--- config.mk ---
export PLATFORM = sky130hd
export DESIGN_NAME = mult_seq
export DESIGN_NICKNAME = d
export VERILOG_FILES = /design/src/rtl/mult_seq.sv
export SDC_FILE = /design/constraint.sdc
export NUM_CORES = 1
export LEC_CHECK = 0
export ABC_CLOCK_PERIOD_IN_PS = 7230
export CAP_MARGIN = 20
export CORE_MARGIN = 4
export CORE_UTILIZATION = 40
export DETAILED_ROUTE_END_ITERATION = 8
export PLACE_DENSITY = 0.67
export SYNTH_ARGS = -nofsm -noshare
export SYNTH_HDL_FRONTEND = slang
export SYNTH_SLANG_ARGS = --single-unit
--- constraint.sdc ---
create_clock -name clk -period 7.23 [get_ports clk]
set_clock_uncertainty 0.1 [all_clocks]
set_input_delay 1.446 -clock clk [delete_from_list [all_inputs] [get_ports clk]]
set_output_delay 1.446 -clock clk [all_outputs]
set_load 0.02 [all_outputs]
--- src/rtl/mult_seq.sv ---
// Radix-2 shift-add multiplier for MULT/MULTU; one CLA add-with-carry per CALC cycle, HI/LO result registers.
// Latency: start accepted at edge E0, done pulses in the cycle after edge E0+34; one operation per 35 cycles.
// Backpressure: none; start is accepted only in IDLE or DONE (busy=0) and ignored while busy.
module mult_seq #(
  parameter int WIDTH = 32
) (
  input  logic             clk,
  input  logic             rst_n,
  input  logic             start,
  input  logic             sign,
  input  logic [WIDTH-1:0] a,
  input  logic [WIDTH-1:0] b,
  output logic             busy,
  output logic             done,
  output logic [WIDTH-1:0] hi,
  output logic [WIDTH-1:0] lo
);

  localparam int CW = $clog2(WIDTH);
  localparam int NG = WIDTH / 4;
  localparam logic [CW-1:0] CNT_LAST = CW'(WIDTH - 1);

  localparam logic [2:0] S_IDLE = 3'd0;
  localparam logic [2:0] S_PREP = 3'd1;
  localparam logic [2:0] S_CALC = 3'd2;
  localparam logic [2:0] S_FIX  = 3'd3;
  localparam logic [2:0] S_DONE = 3'd4;

  logic [2:0]         state;
  logic [CW-1:0]      cnt;
  logic [WIDTH-1:0]   a_q;
  logic [WIDTH-1:0]   m;
  logic [WIDTH-1:0]   acc;
  logic               sign_q;
  logic               neg;
  logic               accept;

  logic [WIDTH-1:0]   add_b;
  logic [WIDTH-1:0]   add_g;
  logic [WIDTH-1:0]   add_p;
  logic [WIDTH-1:0]   add_c;
  logic [NG:0]        grp_c;
  logic [WIDTH-1:0]   sum;
  logic               cout;

  logic [WIDTH-1:0]   a_mag;
  logic [WIDTH-1:0]   b_mag;
  logic [2*WIDTH-1:0] prod_mag;
  logic [2*WIDTH-1:0] prod;

  assign busy   = (state == S_PREP) || (state == S_CALC) || (state == S_FIX);
  assign done   = (state == S_DONE);
  assign accept = start && ((state == S_IDLE) || (state == S_DONE));

  // Two's-complement negate leaves 0x80000000 unchanged, which is its unsigned magnitude.
  assign a_mag = (sign_q && a_q[WIDTH-1]) ? (~a_q + WIDTH'(1)) : a_q;
  assign b_mag = (sign_q && m[WIDTH-1])   ? (~m + WIDTH'(1))   : m;

  assign add_b = m[0] ? a_q : '0;

  // Carry-lookahead add: 4-bit lookahead groups, group carries chained.
  always_comb begin
    add_g    = acc & add_b;
    add_p    = acc ^ add_b;
    add_c    = '0;
    grp_c    = '0;
    grp_c[0] = 1'b0;
    for (int gi = 0; gi < NG; gi++) begin
      add_c[4*gi]   = grp_c[gi];
      add_c[4*gi+1] = add_g[4*gi] | (add_p[4*gi] & grp_c[gi]);
      add_c[4*gi+2] = add_g[4*gi+1]
                    | (add_p[4*gi+1] & add_g[4*gi])
                    | (add_p[4*gi+1] & add_p[4*gi] & grp_c[gi]);
      add_c[4*gi+3] = add_g[4*gi+2]
                    | (add_p[4*gi+2] & add_g[4*gi+1])
                    | (add_p[4*gi+2] & add_p[4*gi+1] & add_g[4*gi])
                    | (add_p[4*gi+2] & add_p[4*gi+1] & add_p[4*gi] & grp_c[gi]);
      grp_c[gi+1]   = add_g[4*gi+3]
                    | (add_p[4*gi+3] & add_g[4*gi+2])
                    | (add_p[4*gi+3] & add_p[4*gi+2] & add_g[4*gi+1])
                    | (add_p[4*gi+3] & add_p[4*gi+2] & add_p[4*gi+1] & add_g[4*gi])
                    | (add_p[4*gi+3] & add_p[4*gi+2] & add_p[4*gi+1] & add_p[4*gi] & grp_c[gi]);
    end
  end

  assign sum  = add_p ^ add_c;
  assign cout = grp_c[NG];

  assign prod_mag = {acc, m};
  assign prod     = neg ? (~prod_mag + (2*WIDTH)'(1)) : prod_mag;

  always_ff @(posedge clk or negedge rst_n) begin
    if (!rst_n) begin
      state  <= S_IDLE;
      cnt    <= '0;
      a_q    <= '0;
      m      <= '0;
      acc    <= '0;
      sign_q <= 1'b0;
      neg    <= 1'b0;
      hi     <= '0;
      lo     <= '0;
    end else begin
      case (state)
        S_IDLE, S_DONE: begin
          if (accept) begin
            a_q    <= a;
            m      <= b;
            sign_q <= sign;
            state  <= S_PREP;
          end else begin
            state  <= S_IDLE;
          end
        end
        S_PREP: begin
          a_q   <= a_mag;
          m     <= b_mag;
          neg   <= sign_q & (a_q[WIDTH-1] ^ m[WIDTH-1]);
          acc   <= '0;
          cnt   <= '0;
          state <= S_CALC;
        end
        S_CALC: begin
          // The carry-out becomes the new MSB so no product bit is lost.
          acc <= {cout, sum[WIDTH-1:1]};
          m   <= {sum[0], m[WIDTH-1:1]};
          if (cnt == CNT_LAST) begin
            cnt   <= '0;
            state <= S_FIX;
          end else begin
            cnt   <= cnt + CW'(1);
          end
        end
        S_FIX: begin
          hi    <= prod[2*WIDTH-1:WIDTH];
          lo    <= prod[WIDTH-1:0];
          state <= S_DONE;
        end
        default: state <= S_IDLE;
      endcase
    end
  end

  a_busy_done_exclusive: assert property (@(posedge clk) disable iff (!rst_n) !(busy && done));
  a_state_legal: assert property (@(posedge clk) disable iff (!rst_n) state <= S_DONE);

endmodule

==> results.md, run 1 <==
Status:
- The flow ran to the end, and the final reports show no timing, DRC or antenna violations.

Global routing:
- The via count of the first global-routing pass is 8788.
- The total track usage is 0.192.
- The number of antenna violations at the first check in global routing is 1.
- The first global-routing pass estimated 45600 µm of wire.
- The remaining global-route overflow is 0.
- The maximum number of pins on one net before global-route repair is 101.

Floorplan:
- The initialized floorplan defines 59 standard-cell rows.
- The die outline area is 28900 µm².
- The die extent in x is 170 µm.
- The area of the core is 25900 µm².
- The initial utilization of the core area, before any placement, comes to 0.405.
- During I/O placement, the number of pins put on the boundary was 134.
- The chip height is ~170 µm.

STA:
- The max-slew violation total from the final report came to 0.
- Setup violations remaining at the end of the flow were counted as 0.
- The maximum frequency from static timing analysis is between 0.2 and 0.25 GHz.
- After layout, the minimum clock period comes to about 4.5 ns.
- Of the available clock period, the critical path in the final layout requires 0.629.
- For the pin with the worst max-slew slack, the measured transition is 0.932 ns.
- The remaining max-slew budget at the tightest pin is 0.377.
- Setup repair after global routing left no endpoint under its margin.
- The number of failing hold endpoints at the final stage is 0.
- In the final timing run, aggregate negative setup slack is 0 ns.
- The tightest hold path in the finished design has a slack of 0.377 ns.

Routing:
- The post-detailed-route wirelength per cell is 16.7 µm.
- The iteration count of the initial detailed-routing pass is 5.
- The mean number of vias per cell is 5.61.
- For this run, design rule violations remaining after detail routing come to 0.
- The total routed wirelength is 27700 µm.
- Once detail routing completed, the nets flagged for antenna violations numbered 0.
- For this block, the via count after detailed routing is roughly 9300.
- The initial detailed-routing violation count is 669.

Worst setup path:
- The most used cell along the critical path is sky130_fd_sc_hd__nor2_1.
- The critical path's slowest cell is sky130_fd_sc_hd__dfrtp_1.
- The critical path start-end classification is reg2reg.
- Data on the critical path arrives at its endpoint at 4.77 ns.
- Walking the worst path, the cells encountered are inv_1 > nor2_1 > ha_1 > a21oi_1 > o211a_1 > or4_1 > a2111oi_0 > o21bai_1 > nand2_1 > nor2_1 > o21ai_0 > fa_1 > a22o_1.
- Measured in cells, the most critical reg-to-reg path has a length of 13.
- The worst setup path is captured at a flop.
- The required time of the critical path is roughly 7.5 ns.
- The largest fanout on the critical path is 31.
- STA classifies the critical path startpoint as a flop.
- The largest incremental delay on the critical path is about 0.79 ns.

Pwr:
- The clock network fraction of total power is 0.181.
- The switching component of the power is between 2 and 2.5 mW.
- In this run the static leakage power is approximately 5.3 nW.
- The share of total power dissipated in combinational logic is 0.475.
- The internal power of the cells is 3.06 mW.
- The fraction of power consumed by sequential logic is 0.343.
- The overall power is ~5.5 mW.
- The switching share of total power is 0.447.
- The power per cell area is 435 nW/µm².
- Across the VDD grid, the largest voltage drop is 0.210 mV.

CTS:
- The number of clock sinks is 170.
- The clock tree synthesis step divided the H-tree into 4 levels.
- The number of gates resized after CTS was 0.
- After clock tree synthesis, the clock-pin slew on the worst setup and hold paths is 0.07 ns.
- The buffer depth of the longest clock path is 2.
- Clock latency on the worst-skew pair, taken at its later pin, is around 0.43 ns.
- In this run, CTS created clock tree buffers numbering 17.
- In this run the post-CTS setup repair buffer count came out at 0.
- For this design, the CTS-stage hold fixing added 0 buffers.
- TritonCTS built the clock tree.
- The library cell used as clock root buffer is sky130_fd_sc_hd__clkbuf_16.

Yosys:
- For this run, asynchronously set or reset flops after synthesis account for 1.00.
- The leading register cell type out of synthesis is sky130_fd_sc_hd__dfrtp_1.
- The register bit total from synthesis is between 150 and 200.
- The synthesized netlist occupies a cell area of 10500 µm².
- By instance count, the leading cell after synthesis is sky130_fd_sc_hd__nand2_1.
- The mean area per synthesized cell is 8.56 µm².
- The number of enable flip-flop cells after synthesis is 0.
- The Yosys warning count is 0.
- The number of different library cells used by synthesis comes to 59.
- In the post-synthesis netlist, the biggest area contributors are sky130_fd_sc_hd__dfrtp_1, sky130_fd_sc_hd__o21ai_0, sky130_fd_sc_hd__nand2_1.
- The synthesized netlist net count is between 1000 and 1500.
- The top cell type by total area after synthesis is sky130_fd_sc_hd__dfrtp_1.
- The sequential element share of the synthesized area is 0.405.
- Counting instances in the post-synthesis netlist gives the leading cell types as sky130_fd_sc_hd__nand2_1, sky130_fd_sc_hd__o21ai_0, sky130_fd_sc_hd__dfrtp_1, sky130_fd_sc_hd__nor2_1, sky130_fd_sc_hd__clkbuf_1.
- Synthesis handed over a netlist of ~1200 instances.
- The share of synthesized area in the top cell type comes to 0.405.

Worst hold path:
- The worst hold path passes through 2 cells.
- The worst hold-check path type is reg2reg.

Placed design:
- The port buffer count is 133.
- The routability congestion estimate from global placement is 0.834.
- The number of placed instances with taps included is 1624.
- After legalization and detailed placement, the total HPWL measured around 19000 µm.

Layout:
- The layout has 2454 filler cells.
- The area growth from synthesis to layout is 21.2%.
- The final layout contains 1421 nets.
- The post-route core utilization is 0.491.
- In the final layout, the share of cells above drive strength 1 is 0.0575.
- After the flow finishes, the layout carries non-filler instances totaling 1658.

Job:
- The max-cap check violation count is 0.
==> critical path: cells and delay by family, from the launching register on <==
| family | cells | cell delay, ns |
|---|---|---|
| compound gates | 6 | 1.62 |
| fa+ha+maj | 2 | 0.67 |
| buf+inv | 1 | 0.29 |
| flops | 1 | 0.79 |
| simple gates | 4 | 0.97 |
==> stage by stage <==
stage          area [µm²]  worst slack (ns)
3_3_place_gp        12100              2.88
4_1_cts             12700              2.66
3_5_place_dp        12100              2.66
6_report            12700              2.68
5_1_grt             12700              2.13
2_1_floorplan       10500              3.52
==> power groups by stage <==
stage	registers, mW	logic (mW)	clock network [mW]
after floorplan	1.85	1.78	0
after global placement	1.89	2.57	0
after detailed placement	1.91	2.63	0
after CTS	1.89	2.64	1.02
after global routing	1.98	2.95	1.06
final	1.90	2.63	1.00
==> routing by layer <==
metal	GRT usage	wire length, µm
met2	0.284	12200
met1	0.295	13700
met3	0.0281	1490
met5	0	0
met4	0.0448	278
==> worst paths after layout <==
path / start / to / slack (ns)
setup / recovery: m[0]$_DFFE_PN0P_ / acc[27]$_DFFE_PN0N_ / 2.68
hold / removal: hi[27]$_DFFE_PN0P_ / hi[27]$_DFFE_PN0P_ / 0.38
setup reg to reg: m[0]$_DFFE_PN0P_ / acc[27]$_DFFE_PN0N_ / 2.68
hold reg to reg: hi[27]$_DFFE_PN0P_ / hi[27]$_DFFE_PN0P_ / 0.38
max in group asynchronous: rst_n / acc[25]$_DFFE_PN0N_ / 4.87
min in group asynchronous: rst_n / lo[14]$_DFFE_PN0P_ / 0.99
==> registers in the layout (all words and copies together), names as in the netlist <==
name / cells
state: 3
hi: 32
cnt: 5
lo: 32
m: 32
neg: 1
a_q: 32
sign_q: 1
acc: 32
==> cells by family after synthesis <==
family	after synthesis	share of synthesized area
xor gates and xnor gates	87	0.0726
buffers and inverters	92	0.0343
muxes	5	0.00500
and+or+nand+nor	462	0.213
adders and majority gates	44	0.0581
AOI/OAI and AO/OA	367	0.212
DFF	170	0.405
==> cell type report <==
| type | instances | area [µm²] | area share |
|---|---|---|---|
| Inverter | 12 | 45.0 | 0.00354 |
| Clock buffer | 17 | 425 | 0.0334 |
| Antenna cell | 1 | 2.50 | 0.000197 |
| Multi-Input combinational cell | 965 | 5930 | 0.466 |
| Timing Repair Buffer | 143 | 1430 | 0.112 |
| Tap cell | 335 | 419 | 0.0329 |
| Clock inverter | 15 | 219 | 0.0172 |
| Sequential cell | 170 | 4260 | 0.334 |
==> cells in the final DEF, fill, tap and decap left out, types with 5 or more instances in the layout <==
master                              n
sky130_fd_sc_hd__a211oi_1           6
sky130_fd_sc_hd__a21o_1            15
sky130_fd_sc_hd__a21oi_1           59
sky130_fd_sc_hd__a221oi_1          21
sky130_fd_sc_hd__a222oi_1           8
sky130_fd_sc_hd__a22o_1            11
sky130_fd_sc_hd__a22oi_1           10
sky130_fd_sc_hd__a31oi_1            5
sky130_fd_sc_hd__and2_1            30
sky130_fd_sc_hd__buf_4              9
sky130_fd_sc_hd__clkbuf_16         17
sky130_fd_sc_hd__clkdlybuf4s50_1  132
sky130_fd_sc_hd__dfrtp_1          169
sky130_fd_sc_hd__fa_1               8
sky130_fd_sc_hd__ha_1              36
sky130_fd_sc_hd__inv_1             12
sky130_fd_sc_hd__nand2_1          190
sky130_fd_sc_hd__nand2b_1           7
sky130_fd_sc_hd__nand3_1           22
sky130_fd_sc_hd__nand4_1            9
sky130_fd_sc_hd__nor2_1            83
sky130_fd_sc_hd__nor2b_1            5
sky130_fd_sc_hd__nor3_1            24
sky130_fd_sc_hd__nor3b_1           15
sky130_fd_sc_hd__nor4_1             8
sky130_fd_sc_hd__o21ai_0          175
sky130_fd_sc_hd__o21ai_1           12
sky130_fd_sc_hd__o22ai_1           13
sky130_fd_sc_hd__o31ai_1           11
sky130_fd_sc_hd__or2_2              5
sky130_fd_sc_hd__or3_1             29
sky130_fd_sc_hd__or4_1              9
sky130_fd_sc_hd__xnor2_1           18
sky130_fd_sc_hd__xor2_1            69
Power figures use the tool's default switching activity.
==> run 2: changes to the inputs <==
Settings changed: ABC_CLOCK_PERIOD_IN_PS 7230 to 3700, PLACE_DENSITY 0.67 to 0.69.
Clock period 7.23 ns to 3.7 ns, I/O delays scaled along.
==> run 2 against run 1 <==
Net effect: die area stayed put; sequential share of layout area is 0.90 points lower; critical path depth is 4 lower; via count is 1.8% higher; first-iteration DRC count is 14% higher; final cell count is 2.6% higher; worst setup slack worse by 2.5 ns; global-route usage is 0.50 points higher; register-to-register slack worse by 2.5 ns; total power is 100% higher; core utilization is 1.4 points higher.
==> results.md, run 2 (same netlist as run 1, synthesis figures left out) <==
Status:
- Result of the run: finished clean (unchanged).

Worst setup path:
- The largest fanout on the critical path is 5 (was 31).
- The setup slack of the most critical reg-to-reg path is 0.13 ns (was 2.68 ns).
- The largest incremental delay on the critical path is 0.50 ns (was 0.79 ns).
- Critical path, cell by cell: or3_1 > or3_4 > or4_4 > or4_4 > or3_4 > or3_4 > o41ai_4 > xor2_1 > o21ai_1 (was inv_1 > nor2_1 > ha_1 > a21oi_1 > o211a_1 > or4_1 > a2111oi_0 > o21bai_1 > nand2_1 > nor2_1 > o21ai_0 > fa_1 > a22o_1).
- The required time of the critical path is 3.92 ns (was 7.45 ns).
- The arrival time of data at the critical path endpoint came to 3.78 ns (was 4.77 ns).
- The reg-to-reg critical path endpoint is hi[28]$_DFFE_PN0P_ (was acc[27]$_DFFE_PN0N_).
- The kind of capture point of the worst setup path is a flop (unchanged).
- The family of cells with the greatest summed delay on the critical path was simple AND/OR/NAND/NOR gates (was compound AO/OA/AOI/OAI gates).
- The critical path's slowest cell is sky130_fd_sc_hd__or4_4 (was sky130_fd_sc_hd__dfrtp_1).
- The critical path start-end classification is reg2reg (unchanged).
- The worst reg2reg path startpoint is acc[5]$_DFFE_PN0N_ (was m[0]$_DFFE_PN0P_).
- The most used cell along the critical path is sky130_fd_sc_hd__or3_4 (was sky130_fd_sc_hd__nor2_1).
- The worst-case reg-to-reg path depth is 9 (was 13).
- The launching element type of the critical path is a flop (unchanged).
- The combined buffer and inverter count along the critical path came to 0 (was 1).

Layout:
- The most common cell after layout, fill and taps aside was sky130_fd_sc_hd__nand2_1 (unchanged).
- Highest-count cells in the layout ignoring fill and taps: sky130_fd_sc_hd__nand2_1, sky130_fd_sc_hd__o21ai_0, sky130_fd_sc_hd__dfrtp_1 (unchanged).
- The area added between synthesis and finish is 24.5% (was 21.2%).
- The total non-filler cell area in the finished layout is 13100 µm² (was 12700 µm²).
- The proportion of layout cells with a drive suffix above 1 is 0.0930 (was 0.0575).
- The total number of nets in the final design was 1464 (was 1421).
- The final cell count without fillers is 1701 (was 1658).

STA:
- The number of failing hold endpoints at the final stage is 0 (unchanged).
- The post-route fraction of the period consumed by the critical path was 0.964 (was 0.629).
- The total negative slack came to 0 ns (unchanged).
- The final worst slack is 0.133 ns (was 2.68 ns).
- The max-slew violation total from the final report came to 0 (unchanged).
- The clock period minus final worst setup slack was 3.57 ns (was 4.55 ns).
- The final setup violation count is 0 (unchanged).
- Unrepaired setup endpoints after global routing: no (unchanged).
- The remaining max-slew budget at the tightest pin is 0.407 (was 0.377).
- The maximum frequency from static timing analysis was 0.280 GHz (was 0.220 GHz).
- The pin slew with the least headroom to its limit was 0.889 ns (was 0.932 ns).

CTS:
- The H-tree depth was 4 (unchanged).
- The library cell used as clock root buffer is sky130_fd_sc_hd__clkbuf_16 (unchanged).
- The number of clock sinks is 170 (unchanged).
- The number of buffers created by CTS is 17 (unchanged).
- The clock input transition at the sequential cells of the worst setup and hold paths is 0.08 ns (was 0.07 ns).
- The TritonCTS clock tree was yes (unchanged).
- The clock insertion delay at the later pin of the skew report is 0.44 ns (was 0.43 ns).
- The buffer depth of the longest clock path is 2 (unchanged).

Floorplan:
- The number of standard-cell rows in the floorplan was 59 (unchanged).
- The I/O pin total is 134 (unchanged).
- The die outline area is 28900 µm² (unchanged).
- The starting density of the core was 0.405 (unchanged).
- The die extent in x was 170 µm (unchanged).
- The chip height is 170 µm (unchanged).
- The area of the core was 25900 µm² (unchanged).

Global routing:
- The maximum number of pins on one net before global-route repair was 129 (was 101).
- The number of antenna violations at the first check in global routing was 1 (unchanged).
- The total track usage is 0.197 (was 0.192).
- The remaining global-route overflow was 0 (unchanged).
- The wire length of the first global-routing pass is 46300 µm (was 45600 µm).
- The via count of the first global-routing pass is 8724 (was 8788).

Routing:
- The overall via count from detail_route is 9460 (was 9297).
- The post-detailed-route wirelength per cell is 16.9 µm (was 16.7 µm).
- The iteration count of the initial detailed-routing pass is 5 (unchanged).
- The total routed wirelength is 28800 µm (was 27700 µm).
- The residual DRC count is 0 (unchanged).
- The mean number of vias per cell is 5.56 (was 5.61).
- The post-route antenna net violation count is 0 (unchanged).
- The initial detailed-routing violation count came to 761 (was 669).

Placed design:
- The number of placed instances with taps included is 1665 (was 1624).
- The detailed-placement wirelength estimate was 20800 µm (was 19400 µm).
- The total cell area at the placement stage is 12400 µm² (was 12100 µm²).
- The routability congestion estimate from global placement is 0.864 (was 0.834).
- The pre-CTS setup slack came to -0.0336 ns (was 2.66 ns).
- The port buffer count is 133 (unchanged).

Job:
- The max-cap check violation count is 0 (unchanged).

Worst hold path:
- The worst hold-check path type is in2async (was reg2reg).

Pwr:
- The power per cell area is 847 nW/µm² (was 435 nW/µm²).
- The reported leakage power is 5.52 nW (was 5.31 nW).
- The worst vdd rail ir drop came to 0.392 mV (was 0.210 mV).
- The overall power came to 11.1 mW (was 5.54 mW).
==> run 2: cell types whose count changed in the layout (fill, tap and decap cells not counted), moves of 3 or more <==
| cell | previous run | this run |
|---|---|---|
| sky130_fd_sc_hd__a2111oi_0 | 3 | 0 |
| sky130_fd_sc_hd__inv_8 | 1 | 7 |
| sky130_fd_sc_hd__bufinv_16 | 4 | 0 |
| sky130_fd_sc_hd__buf_4 | 9 | 50 |
==> run 2: worst max-delay path by stage <==
stage                  startpoint                   to  slack, ns  cells past startpoint
6_report       acc[5]$_DFFE_PN0N_   hi[28]$_DFFE_PN0P_       0.13                      9
5_1_grt          m[0]$_DFFE_PN0P_  acc[27]$_DFFE_PN0N_       0.01                     14
4_1_cts          m[0]$_DFFE_PN0P_  acc[27]$_DFFE_PN0N_     -0.006                     14
3_5_place_dp     m[0]$_DFFE_PN0P_  acc[27]$_DFFE_PN0N_      -0.03                     14
3_3_place_gp     m[0]$_DFFE_PN0P_  acc[27]$_DFFE_PN0N_       0.07                     14
2_1_floorplan    m[0]$_DFFE_PN0P_  acc[27]$_DFFE_PN0N_       0.04                     14
==> run 2: final cells by class <==
cell class / instances / area (µm²)
diodes: 1 / 2.50
clock buffers: 17 / 425
clock inverters: 15 / 170
fillers: 2366 / 12800
inverters: 12 / 45.0
multi-input cells: 965 / 5980
flip-flops and latches: 170 / 4260
well taps: 335 / 419
repair buffers: 186 / 1780
==> run 2: per-layer routing <==
| layer | vias up | track usage | share of wire | routed length, µm |
|---|---|---|---|---|
| li1 | 4639 | - | - | - |
| met1 | 4466 | 0.309 | 0.50 | 14400 |
| met2 | 322 | 0.280 | 0.42 | 12100 |
| met3 | 33 | 0.0304 | 0.063 | 1810 |
| met4 | 0 | 0.0552 | 0.019 | 551 |
| met5 | - | 0 | 0 | 0 |
==> run 2: power by group <==
part	total, mW	switching (mW)	internal [mW]
Combinational	5.71	3.28	2.43
Clock	1.80	0.888	0.914
Sequential	3.57	0.916	2.65
Total	11.1	5.08	5.99
==> run 2: stage by stage <==
step                utilization  hold slack (ns)
CTS                       0.501            0.123
finish                    0.505            0.120
global placement          0.478            0.360
floorplan                     -            0.340
detailed placement        0.478            0.365
global route              0.505            0.139
==> run 2: repair_timing <==
action                     4_1_cts  5_1_grt
setup endpoints to repair        2        8
resized for setup                2       10
setup buffers                    0        1
hold buffers                     0        0
pin swaps                        0        2
==> run 3: changes to the inputs <==
Settings changed: CAP_MARGIN 20 to 40, CORE_UTILIZATION 40 to 28, PLACE_DENSITY 0.69 to 0.54.
==> run 3 against run 2 <==
Net effect: sequential power is 2% lower; clock power fell by 4%; global-route usage decreased by 4.1 points; total power up 0.61%; clock-buffer cell count increased by 3; register-to-register slack about the same; first-iteration DRC count increased by 16%; critical path depth did not move; critical endpoint is now hi[25]$_DFFE_PN0P_; worst setup slack improved by 0.0067 ns; via count decreased by 0.47%; flip-flop and latch count unchanged; hold slack gained 0.026 ns.
==> results.md, run 3 (same netlist as run 1, synthesis figures left out) <==
STA:
- The worst hold slack is 0.145 ns (was 0.120 ns).
- The final setup violation count is 0 (unchanged).
- The pin slew with the least headroom to its limit was 0.866 ns (was 0.889 ns).
- The remaining max-slew budget at the tightest pin is 0.423 (was 0.407).
- Unrepaired setup endpoints after global routing: no (unchanged).
- The max-slew violation total from the final report was 0 (unchanged).
- The maximum frequency from static timing analysis came to 0.281 GHz (was 0.280 GHz).
- The post-route fraction of the period consumed by the critical path is 0.962 (was 0.964).
- The final worst slack is 0.140 ns (was 0.133 ns).
- The clock period minus final worst setup slack was 3.56 ns (was 3.57 ns).
- The number of failing hold endpoints at the final stage is 0 (unchanged).

Placed design:
- The routability congestion estimate from global placement was 0.825 (was 0.864).
- The pre-CTS setup slack was -0.0542 ns (was -0.0336 ns).
- The port buffer count was 133 (unchanged).
- The detailed-placement wirelength estimate is 23600 µm (was 20800 µm).

Routing:
- The post-detailed-route wirelength per cell is 17.2 µm (was 16.9 µm).
- The mean number of vias per cell is 5.08 (was 5.56).
- The overall via count from detail_route is 9416 (was 9460).
- The total routed wirelength is 31800 µm (was 28800 µm).
- The post-route antenna net violation count is 0 (unchanged).
- The residual DRC count came to 0 (unchanged).
- The initial detailed-routing violation count came to 879 (was 761).
- The iteration count of the initial detailed-routing pass is 8 (was 5).

Worst setup path:
- The largest incremental delay on the critical path came to 0.50 ns (about the same).
- The arrival time of data at the critical path endpoint was 3.77 ns (was 3.78 ns).
- The combined buffer and inverter count along the critical path is 0 (unchanged).
- Critical path, cell by cell: or3_1 > or3_4 > or4_4 > or3_1 > or4_4 > or3_4 > o31ai_2 > xor2_1 > o21ai_1 (was or3_1 > or3_4 > or4_4 > or4_4 > or3_4 > or3_4 > o41ai_4 > xor2_1 > o21ai_1).
- The required time of the critical path is 3.91 ns (was 3.92 ns).
- The launching element type of the critical path is a flop (unchanged).
- The family of cells with the greatest summed delay on the critical path is simple AND/OR/NAND/NOR gates (unchanged).
- The critical path's slowest cell is sky130_fd_sc_hd__or4_4 (unchanged).
- The critical path start-end classification is reg2reg (unchanged).
- The kind of capture point of the worst setup path is a flop (unchanged).
- The largest fanout on the critical path is 5 (unchanged).

Layout:
- The total number of nets in the final design came to 1483 (was 1464).
- The count of antenna diodes in the layout was 0 (was 1).
- The area added between synthesis and finish is 27.1% (was 24.5%).
- The number of filler cells placed in the layout came to 3788 (was 2366).
- The proportion of layout cells with a drive suffix above 1 came to 0.104 (was 0.0930).
- Highest-count cells in the layout ignoring fill and taps: sky130_fd_sc_hd__nand2_1, sky130_fd_sc_hd__o21ai_0, sky130_fd_sc_hd__dfrtp_1 (unchanged).
- The post-route core utilization came to 0.363 (was 0.505).
- The most common cell after layout, fill and taps aside is sky130_fd_sc_hd__nand2_1 (unchanged).

Global routing:
- The remaining global-route overflow is 0 (unchanged).
- The total track usage came to 0.156 (was 0.197).
- The maximum number of pins on one net before global-route repair is 97 (was 129).
- The via count of the first global-routing pass is 9016 (was 8724).
- The number of antenna violations at the first check in global routing came to 0 (was 1).
- The wire length of the first global-routing pass is 51500 µm (was 46300 µm).

Pwr:
- The reported leakage power is 5.60 nW (was 5.52 nW).
- The switching component of the power is 5.05 mW (was 5.08 mW).
- The overall power was 11.1 mW (about the same).
- The internal power of the cells is 6.10 mW (was 5.99 mW).
- The switching share of total power is 0.453 (was 0.459).
- The clock network fraction of total power is 0.155 (was 0.163).
- The worst vdd rail ir drop is 0.434 mV (was 0.392 mV).
- The part of the power in combinational logic came to 0.531 (was 0.515).
- The fraction of power consumed by sequential logic was 0.314 (was 0.322).
- The power per cell area came to 835 nW/µm² (was 847 nW/µm²).

Status:
- Result of the run: finished clean (unchanged).

Job:
- The max-cap check violation count is 0 (unchanged).

Worst hold path:
- The worst hold-check path type is in2async (unchanged).

Floorplan:
- The area of the core is 36800 µm² (was 25900 µm²).
- The starting density of the core is 0.285 (was 0.405).
- The die extent in x came to 202 µm (was 170 µm).
- The die outline area is 40700 µm² (was 28900 µm²).
- The number of standard-cell rows in the floorplan is 70 (was 59).
- The chip height was 202 µm (was 170 µm).
- The I/O pin total is 134 (unchanged).

CTS:
- The number of clock sinks was 170 (unchanged).
- The buffer depth of the longest clock path is 2 (unchanged).
- The clock input transition at the sequential cells of the worst setup and hold paths came to 0.07 ns (was 0.08 ns).
- The number of hold-repair buffers added at the cts stage is 0 (unchanged).
- The clock insertion delay at the later pin of the skew report was 0.44 ns (about the same).
- The number of buffers created by CTS is 17 (unchanged).
- The TritonCTS clock tree is yes (unchanged).
- The H-tree depth is 4 (unchanged).
- The library cell used as clock root buffer is sky130_fd_sc_hd__clkbuf_16 (unchanged).
## run 3: changes by cell type in the layout (fill, tap and decap cells not counted), moves of 2 or more
cell | previous run | this run
sky130_fd_sc_hd__buf_4 | 50 | 67
sky130_fd_sc_hd__inv_8 | 7 | 0
sky130_fd_sc_hd__clkinvlp_4 | 1 | 5
sky130_fd_sc_hd__clkinv_8 | 3 | 0
sky130_fd_sc_hd__clkbuf_8 | 0 | 2
sky130_fd_sc_hd__clkinv_2 | 0 | 2
sky130_fd_sc_hd__inv_6 | 2 | 4
## run 3: repair_timing
action                     in CTS  in global routing
gates resized for setup         1                 10
pin swaps                       0                  6
buffers inserted                0                  2
setup endpoints to repair       1                 15
## run 3: area by class of cell
class	instances	area [µm²]	share of cell area
tap	468	586	0.0439
multi-input combinational	965	5970	0.447
inverter	12	45.0	0.00337
sequential	170	4260	0.319
clock inverter	12	91.3	0.00684
clock buffer	20	457	0.0342
timing repair buffer	205	1950	0.146
## run 3: per-stage QoR
stage	cell area (µm²)	TNS, ns	instances
after floorplan	10500	0	1227
after global placement	12700	0	1814
after detailed placement	12700	-0.0542	1818
after CTS	13300	0	1850
after global routing	13300	0	1852
final	13300	0	1852
## run 3: power groups by stage
stage / Combinational [mW] / Clock (mW) / Sequential [mW]
after floorplan: 3.48 / 0 / 3.62
after global placement: 5.73 / 0 / 3.52
after detailed placement: 5.90 / 0 / 3.54
after CTS: 5.93 / 1.76 / 3.50
after global routing: 6.63 / 1.83 / 3.65
final: 5.92 / 1.72 / 3.50
## run 3: worst reg2reg max path, stage by stage, from the launching register on
cell and delay [ns]:
sky130_fd_sc_hd__dfrtp_1 0.37, sky130_fd_sc_hd__or3_1 0.40, sky130_fd_sc_hd__or3_4 0.35, sky130_fd_sc_hd__or4_4 0.50, sky130_fd_sc_hd__or3_1 0.35, sky130_fd_sc_hd__or4_4 0.50, sky130_fd_sc_hd__or3_4 0.42, sky130_fd_sc_hd__o31ai_2 0.22
sky130_fd_sc_hd__xor2_1 0.17, sky130_fd_sc_hd__o21ai_1 0.07
## run 3: metal layers
metal	part of all wire	vias up	GRT usage
met1	0.53	4481	0.249
met5	0	-	0
met3	0.041	36	0.0272
li1	-	4671	-
met4	0.019	0	0.0417
met2	0.41	228	0.212
## run 3: worst paths after layout
path | to | slack (ns) | startpoint | depth (start not counted)
setup / recovery | hi[25]$_DFFE_PN0P_ | 0.14 | acc[5]$_DFFE_PN0N_ | 9
hold / removal | a_q[23]$_DFFE_PN0P_ | 0.15 | rst_n | 1
setup reg to reg | hi[25]$_DFFE_PN0P_ | 0.14 | acc[5]$_DFFE_PN0N_ | 9
hold reg to reg | hi[8]$_DFFE_PN0P_ | 0.38 | hi[8]$_DFFE_PN0P_ | 2
max in group asynchronous | hi[13]$_DFFE_PN0P_ | 2.37 | rst_n | 2
min in group clk | hi[8]$_DFFE_PN0P_ | 0.38 | hi[8]$_DFFE_PN0P_ | 2
